File: src/rtl/tms320c1x_bridge_pkg.sv
// Shared definitions for the TMS320C1X host bridge.
//   - I/O port numbers decoded from the core's A[2:0] during IN/OUT cycles
//   - bridge FSM state encoding
//   - bit positions inside the host control word
package tms320c1x_bridge_pkg;

    localparam logic [2:0] PORT_ADDR = 3'd0;  // shared-memory address register
    localparam logic [2:0] PORT_DATA = 3'd1;  // shared-memory data window
    localparam logic [2:0] PORT_STAT = 3'd3;  // DONE / BIO status

    typedef enum logic [1:0] {
        BS_IDLE = 2'd0,
        BS_RD   = 2'd1,
        BS_WR   = 2'd2,
        BS_HOLD = 2'd3
    } BrState_t;

    localparam int HC_RS_BIT       = 0;   // 1 = release DSP reset
    localparam int HC_BIO_BIT      = 1;   // 1 = drive BIO_N active (low)
    localparam int HC_DONE_CLR_BIT = 15;  // 1 = clear DONE

endpackage

File: src/rtl/tms320c1x_host_bridge.sv
// I/O-port bridge between the TMS320C1X external bus and host-shared memory.
//
// Ports:
//   CLK, RST              system clock, synchronous active-high reset
//   DSP_CE_R              core rising-phase enable; arms strobe sampling in IDLE
//   DSP_A/DO/WE_N/DEN_N   core port-cycle bus (port number, write data, strobes)
//   DSP_DI                data returned to the core (0 when DEN_N is high)
//   DSP_EN                core enable; low stalls the core during port-1 accesses
//   DSP_RS_N, DSP_BIO_N   core reset and BIO pins, driven from the host register
//   MEM_*                 shared-memory request/acknowledge interface
//   HOST_WE/HOST_D/HOST_Q host control register write and status readback
//   DBG_STATE             current bridge FSM state
//
// Memory handshake: MEM_RD or MEM_WR is raised with MEM_ADDR/MEM_WDATA stable
// and held until the one-cycle MEM_ACK pulse; MEM_RDATA is sampled only in the
// ACK cycle. ACK seen while no request is outstanding is ignored.
module tms320c1x_host_bridge
    import tms320c1x_bridge_pkg::*;
#(
    parameter int MEM_AW  = 16,
    parameter bit AUTOINC = 1'b1
) (
    input  logic              CLK,
    input  logic              RST,
    input  logic              DSP_CE_R,
    input  logic [2:0]        DSP_A,
    input  logic [15:0]       DSP_DO,
    input  logic              DSP_WE_N,
    input  logic              DSP_DEN_N,
    output logic [15:0]       DSP_DI,
    output logic              DSP_EN,
    output logic              DSP_RS_N,
    output logic              DSP_BIO_N,
    output logic [MEM_AW-1:0] MEM_ADDR,
    output logic [15:0]       MEM_WDATA,
    output logic              MEM_RD,
    output logic              MEM_WR,
    input  logic [15:0]       MEM_RDATA,
    input  logic              MEM_ACK,
    input  logic              HOST_WE,
    input  logic [15:0]       HOST_D,
    output logic [15:0]       HOST_Q,
    output BrState_t          DBG_STATE
);

    BrState_t    state_q, state_d;
    logic [15:0] addr_q;
    logic [15:0] rd_data_q;
    logic        done_q, rs_q, bio_q;
    logic        ce_seen_q;   // CE_R observed since the FSM last returned to IDLE
    logic        abort_q;     // host put the DSP in reset during this memory cycle

    logic        is_wr, is_rd, accept, port1, in_req, mem_done, aborting;
    logic [15:0] reg_rdata;
    logic        unused_host_bits;

    // WE wins when both strobes are low.
    assign is_wr    = ~DSP_WE_N;
    assign is_rd    = DSP_WE_N & ~DSP_DEN_N;
    assign port1    = (DSP_A == PORT_DATA);
    assign accept   = (state_q == BS_IDLE) && (is_wr || is_rd) && (ce_seen_q || DSP_CE_R);
    assign in_req   = (state_q == BS_RD) || (state_q == BS_WR);
    assign mem_done = in_req && MEM_ACK;
    // Abort also covers a host reset write landing in the ACK cycle itself.
    assign aborting = abort_q || (HOST_WE && !HOST_D[HC_RS_BIT]);

    assign unused_host_bits = ^HOST_D[14:2];

    always_comb begin
        state_d = state_q;
        DSP_EN  = 1'b1;
        case (state_q)
            BS_IDLE: begin
                if (accept && port1) begin
                    DSP_EN  = 1'b0;
                    state_d = is_wr ? BS_WR : BS_RD;
                end
            end
            BS_RD, BS_WR: begin
                DSP_EN = 1'b0;
                if (MEM_ACK) state_d = aborting ? BS_IDLE : BS_HOLD;
            end
            BS_HOLD: begin
                // Wait for the core to drop both strobes so one long strobe
                // cannot start a second memory cycle.
                if (DSP_WE_N && DSP_DEN_N) state_d = BS_IDLE;
            end
            default: state_d = BS_IDLE;
        endcase
    end

    always_comb begin
        reg_rdata = '0;
        case (DSP_A)
            PORT_ADDR: reg_rdata = addr_q;
            PORT_STAT: reg_rdata = {done_q, 14'b0, bio_q};
            default:   reg_rdata = '0;
        endcase
    end

    assign DSP_DI    = DSP_DEN_N ? 16'h0000 : (port1 ? rd_data_q : reg_rdata);
    assign MEM_RD    = (state_q == BS_RD);
    assign MEM_WR    = (state_q == BS_WR);
    assign DSP_RS_N  = rs_q;
    assign DSP_BIO_N = ~bio_q;
    assign HOST_Q    = {done_q, 13'b0, bio_q, rs_q};
    assign DBG_STATE = state_q;

    always_ff @(posedge CLK) begin
        if (RST) begin
            state_q   <= BS_IDLE;
            addr_q    <= '0;
            rd_data_q <= '0;
            done_q    <= 1'b0;
            rs_q      <= 1'b0;
            bio_q     <= 1'b0;
            ce_seen_q <= 1'b0;
            abort_q   <= 1'b0;
            MEM_ADDR  <= '0;
            MEM_WDATA <= '0;
        end else begin
            state_q <= state_d;

            if (HOST_WE) begin
                rs_q  <= HOST_D[HC_RS_BIT];
                bio_q <= HOST_D[HC_BIO_BIT];
            end

            if (HOST_WE && HOST_D[HC_DONE_CLR_BIT])
                done_q <= 1'b0;
            else if (accept && is_wr && DSP_A == PORT_STAT)
                done_q <= DSP_DO[15];

            if (state_q != BS_IDLE && state_d == BS_IDLE)
                ce_seen_q <= 1'b0;
            else if (DSP_CE_R)
                ce_seen_q <= 1'b1;

            if (!in_req || mem_done)
                abort_q <= 1'b0;
            else if (HOST_WE && !HOST_D[HC_RS_BIT])
                abort_q <= 1'b1;

            if (accept && is_wr && DSP_A == PORT_ADDR)
                addr_q <= DSP_DO;
            else if (mem_done && AUTOINC)
                addr_q <= addr_q + 16'd1;

            if (accept && port1) begin
                MEM_ADDR <= addr_q[MEM_AW-1:0];
                if (is_wr) MEM_WDATA <= DSP_DO;
            end

            if (mem_done) begin
                if (aborting)
                    rd_data_q <= '0;
                else if (state_q == BS_RD)
                    rd_data_q <= MEM_RDATA;
            end
        end
    end

endmodule

File: config.mk
export PLATFORM = sky130hd
export DESIGN_NAME = tms320c1x_host_bridge
export DESIGN_NICKNAME = d
export VERILOG_FILES = /design/src/rtl/tms320c1x_bridge_pkg.sv /design/src/rtl/tms320c1x_host_bridge.sv
export SDC_FILE = /design/constraint.sdc
export NUM_CORES = 1
export LEC_CHECK = 0
export BUFFER_PORTS_ARGS = -buffer_cell sky130_fd_sc_hd__clkbuf_2
export CELL_PAD_IN_SITES_DETAIL_PLACEMENT = 0
export CELL_PAD_IN_SITES_GLOBAL_PLACEMENT = 2
export CORE_MARGIN = 2
export CORE_UTILIZATION = 24
export DETAILED_ROUTE_END_ITERATION = 8
export GPL_TIMING_DRIVEN = 0
export HOLD_SLACK_MARGIN = 0.02
export PLACE_DENSITY_LB_ADDON = 0.1
export SYNTH_ARGS = -nofsm -noshare
export SYNTH_HDL_FRONTEND = slang
export SYNTH_SLANG_ARGS = --single-unit
File: constraint.sdc
create_clock -name CLK -period 2 [get_ports CLK]
set_clock_uncertainty 0.1 [all_clocks]
set_input_delay 0.4 -clock CLK [delete_from_list [all_inputs] [get_ports CLK]]
set_output_delay 0.4 -clock CLK [all_outputs]
set_load 0.02 [all_outputs]
==> reports/results.tsv <==
stage	metric	value	unit
outcome	status	finished, violations left	
outcome	failing checks	negative setup slack	
timing	Final WS setup	-95.7	ps
critical_path	CP Capture Type	output pin	
global_routing	largest net degree at the start of global routing	17	
final_layout	commonest cells after routing, fill and taps aside	clkbuf_2 (102), dfxtp_1 (68), nand2_1 (57)	
clock_network	clock root buffer master	clkbuf_16	
worst_hold_path	Min-Delay Path Class	input port to flip-flop	
timing	TNS Setup	-107	ps
detailed_routing	drt via density	4.40	
clock_network	clock sinks	71	
detailed_routing	drc violations	0	
final_layout	ant diodes	0	
timing	Peak Freq	477	MHz
logic_synthesis	Post-synth EDFFs	0	
final_layout	Final Util	0.351	
floorplanning	die width	121	um
detailed_routing	antenna viol nets, final	0	
logic_synthesis	Gate Count Post-Synth	402	
clock_network	H-tree depth	3	
floorplanning	cell row count	42	
critical_path	critical setup path kind	input port to output pin	
final_layout	nets	599	
timing	Fin. Hold Viols	0	
logic_synthesis	Netlist cell types	35	
logic_synthesis	Mean Syn Cell Area	8.16	um2
timing	Slew @ Worst Pin	586	ps
critical_path	most used cell, CP	buf_12	
final_layout	Layout area overhead	42.2	%
global_routing	All-Layer GR Usage	0.149	
floorplanning	initial core utilization	0.247	
timing	Final setup violation count	2	
final_layout	layout cells sized above 1	0.344	
clock_network	CTS tree	done	
detailed_routing	Routed wire per std cell	14.9	um
detailed_routing	DRT iter0 DRCs	111	
critical_path	crit path cell chain	buf_12, or3b_1, buf_6, a211oi_4, buf_12, a21oi_4, buf_8	
critical_path	Worst R2R Start	DBG_STATE[1]$_SDFF_PP0_	
clock_network	CTS buffer count	9	
placement	input/output buffers	100	
logic_synthesis	Synth Flop Type	dfxtp_1	
detailed_routing	WL final	10700	um
critical_path	FF-to-FF setup slack	100	ps
critical_path	CP Max Fanout	6	
placement	HPWL after DPL	8190	um
logic_synthesis	ys async rst share	0	
floorplanning	core area	0.0133	mm2
clock_network	Hold-fix buffers, CTS	0	
critical_path	delay of the slowest critical-path stage	380	ps
pwr	Power Density	863	mW/mm2
pwr	Worst VDD drop	0.353	mV
logic_synthesis	register bit total from synthesis	71	
critical_path	Worst Path Required	1500	ps
global_routing	vias in the first global route	3019	
critical_path	Setup crit start kind	input port	
flow_run	MaxCap Viol Count	0	
critical_path	CP max-delay cell	or3b_1	
clock_network	CTS clk-pin slew, worst paths	60	ps
timing	crit path time final	2100	ps
detailed_routing	drt first pass iters	4	
floorplanning	# IOs	129	
timing	RSZ-0062 raised after global routing	true	
timing	normalized max-slew margin	0.609	
floorplanning	die area	0.0146	mm2
clock_network	clock latency on the worst-skew pair	340	ps
pwr	LEAKAGE	1.89	nW
final_layout	commonest non-fill, non-tap cell in the layout	clkbuf_2	
detailed_routing	Vias	3153	
global_routing	first-pass GRT wire length	16600	um
global_routing	initial antenna violation count	0	
logic_synthesis	synthesized area	0.00328	mm2
logic_synthesis	YS warnings	0	
timing	max-slew violations	0	
timing	Final Cycle Share	1.05	
worst_hold_path	Hold Crit Start	HOST_D[15]	
global_routing	gr ovfl total	0	
floorplanning	DIE HEIGHT	121	um
clock_network	Clock Path Buffers	2	
final_layout	Layout fillers	1473	
logic_synthesis	sequential-to-total area share from yosys stat	0.433	
placement	placer congestion estimate	0.792	
critical_path	CP arrival	1600	ps
critical_path	CP Launch Point	DSP_A[1]	
-- logic make-up after synthesis --
group / count (synthesis) / synth area share
DFF: 71 / 0.433
buffers and inverters: 49 / 0.0789
xor gates and xnor gates: 15 / 0.0400
AOI/OAI and AO/OA: 82 / 0.160
adders and majority gates: 6 / 0.0229
and+or+nand+nor: 159 / 0.206
other: 1 / 0.00114
muxes: 19 / 0.0579
-- final cells by class --
type	instances	area, um2	share of cell area
clock inverters	6	60.1	0.0129
inverters	7	31.3	0.00670
flip-flops and latches	71	1430	0.306
clock buffers	10	239	0.0512
plain buffers	40	268	0.0574
multi-input cells	294	1790	0.383
well taps	176	220	0.0472
repair buffers	112	632	0.135
-- worst max-delay path: cells and delay by family --
kind / cells / cell delay (ps)
buf+inv: 4 / 530
simple gates: 1 / 380
compound gates: 2 / 270
-- cells in the mapped netlist, drive strengths merged, types with 7 or more instances --
library cell | number | area share
nand3 | 20 | 0.031
a21oi | 37 | 0.056
clkbuf | 21 | 0.024
buf | 21 | 0.047
nor2 | 59 | 0.067
xor2 | 7 | 0.019
dfxtp | 71 | 0.43
a22oi | 14 | 0.032
a211oi | 19 | 0.043
mux2i | 19 | 0.058
nand2 | 58 | 0.066
xnor2 | 8 | 0.021
inv | 7 | 0.0080
-- registers in the layout (all words and copies together), names as in the netlist, 2 cells and up --
register,cells
MEM_WDATA,16
addr_q,16
MEM_ADDR,16
rd_data_q,16
DBG_STATE,2
-- worst paths after layout --
check / endpoint / cells after the start
setup / recovery: DSP_EN / 7
hold / removal: done_q$_SDFFE_PP0P_ / 2
setup reg to reg: ce_seen_q$_SDFFE_PP0P_ / 7
hold reg to reg: MEM_WDATA[1]$_SDFFE_PP0P_ / 2
-- power by group --
part	internal [W]	switching (W)
sequential	0.00149	0.0000773
combinational	0.000359	0.000467
clock	0.000993	0.000643
-- per-stage QoR --
step                std cells  hold WS [ps]  power (W)  setup WS [ps]  cell area [um2]
floorplan                 414           332    0.00201          -33.6             3380
global placement          690           342    0.00223           -560             4100
detailed placement        690           348    0.00224           -558             4100
CTS                       707           147    0.00396           -189             4490
global route              716           151    0.00422           -137             4670
finish                    716           159    0.00403          -95.7             4670
-- what timing repair did --
item / 4_1_cts / 5_1_grt
hold endpoints to repair: 0 / 0
cloned: 0 / 0
endpoints found under the setup margin: 67 / 46
pin swaps: 2 / 6
setup buffers: 2 / 10
gates resized for setup: 22 / 52
-- metal layers --
layer,up-vias,track usage,part of all wire
met4,0,0.0414,0.011
met3,12,0.0399,0.049
met5,-,0,0
li1,1613,-,-
met2,80,0.237,0.47
met1,1448,0.199,0.47
Power figures use the tool's default switching activity.
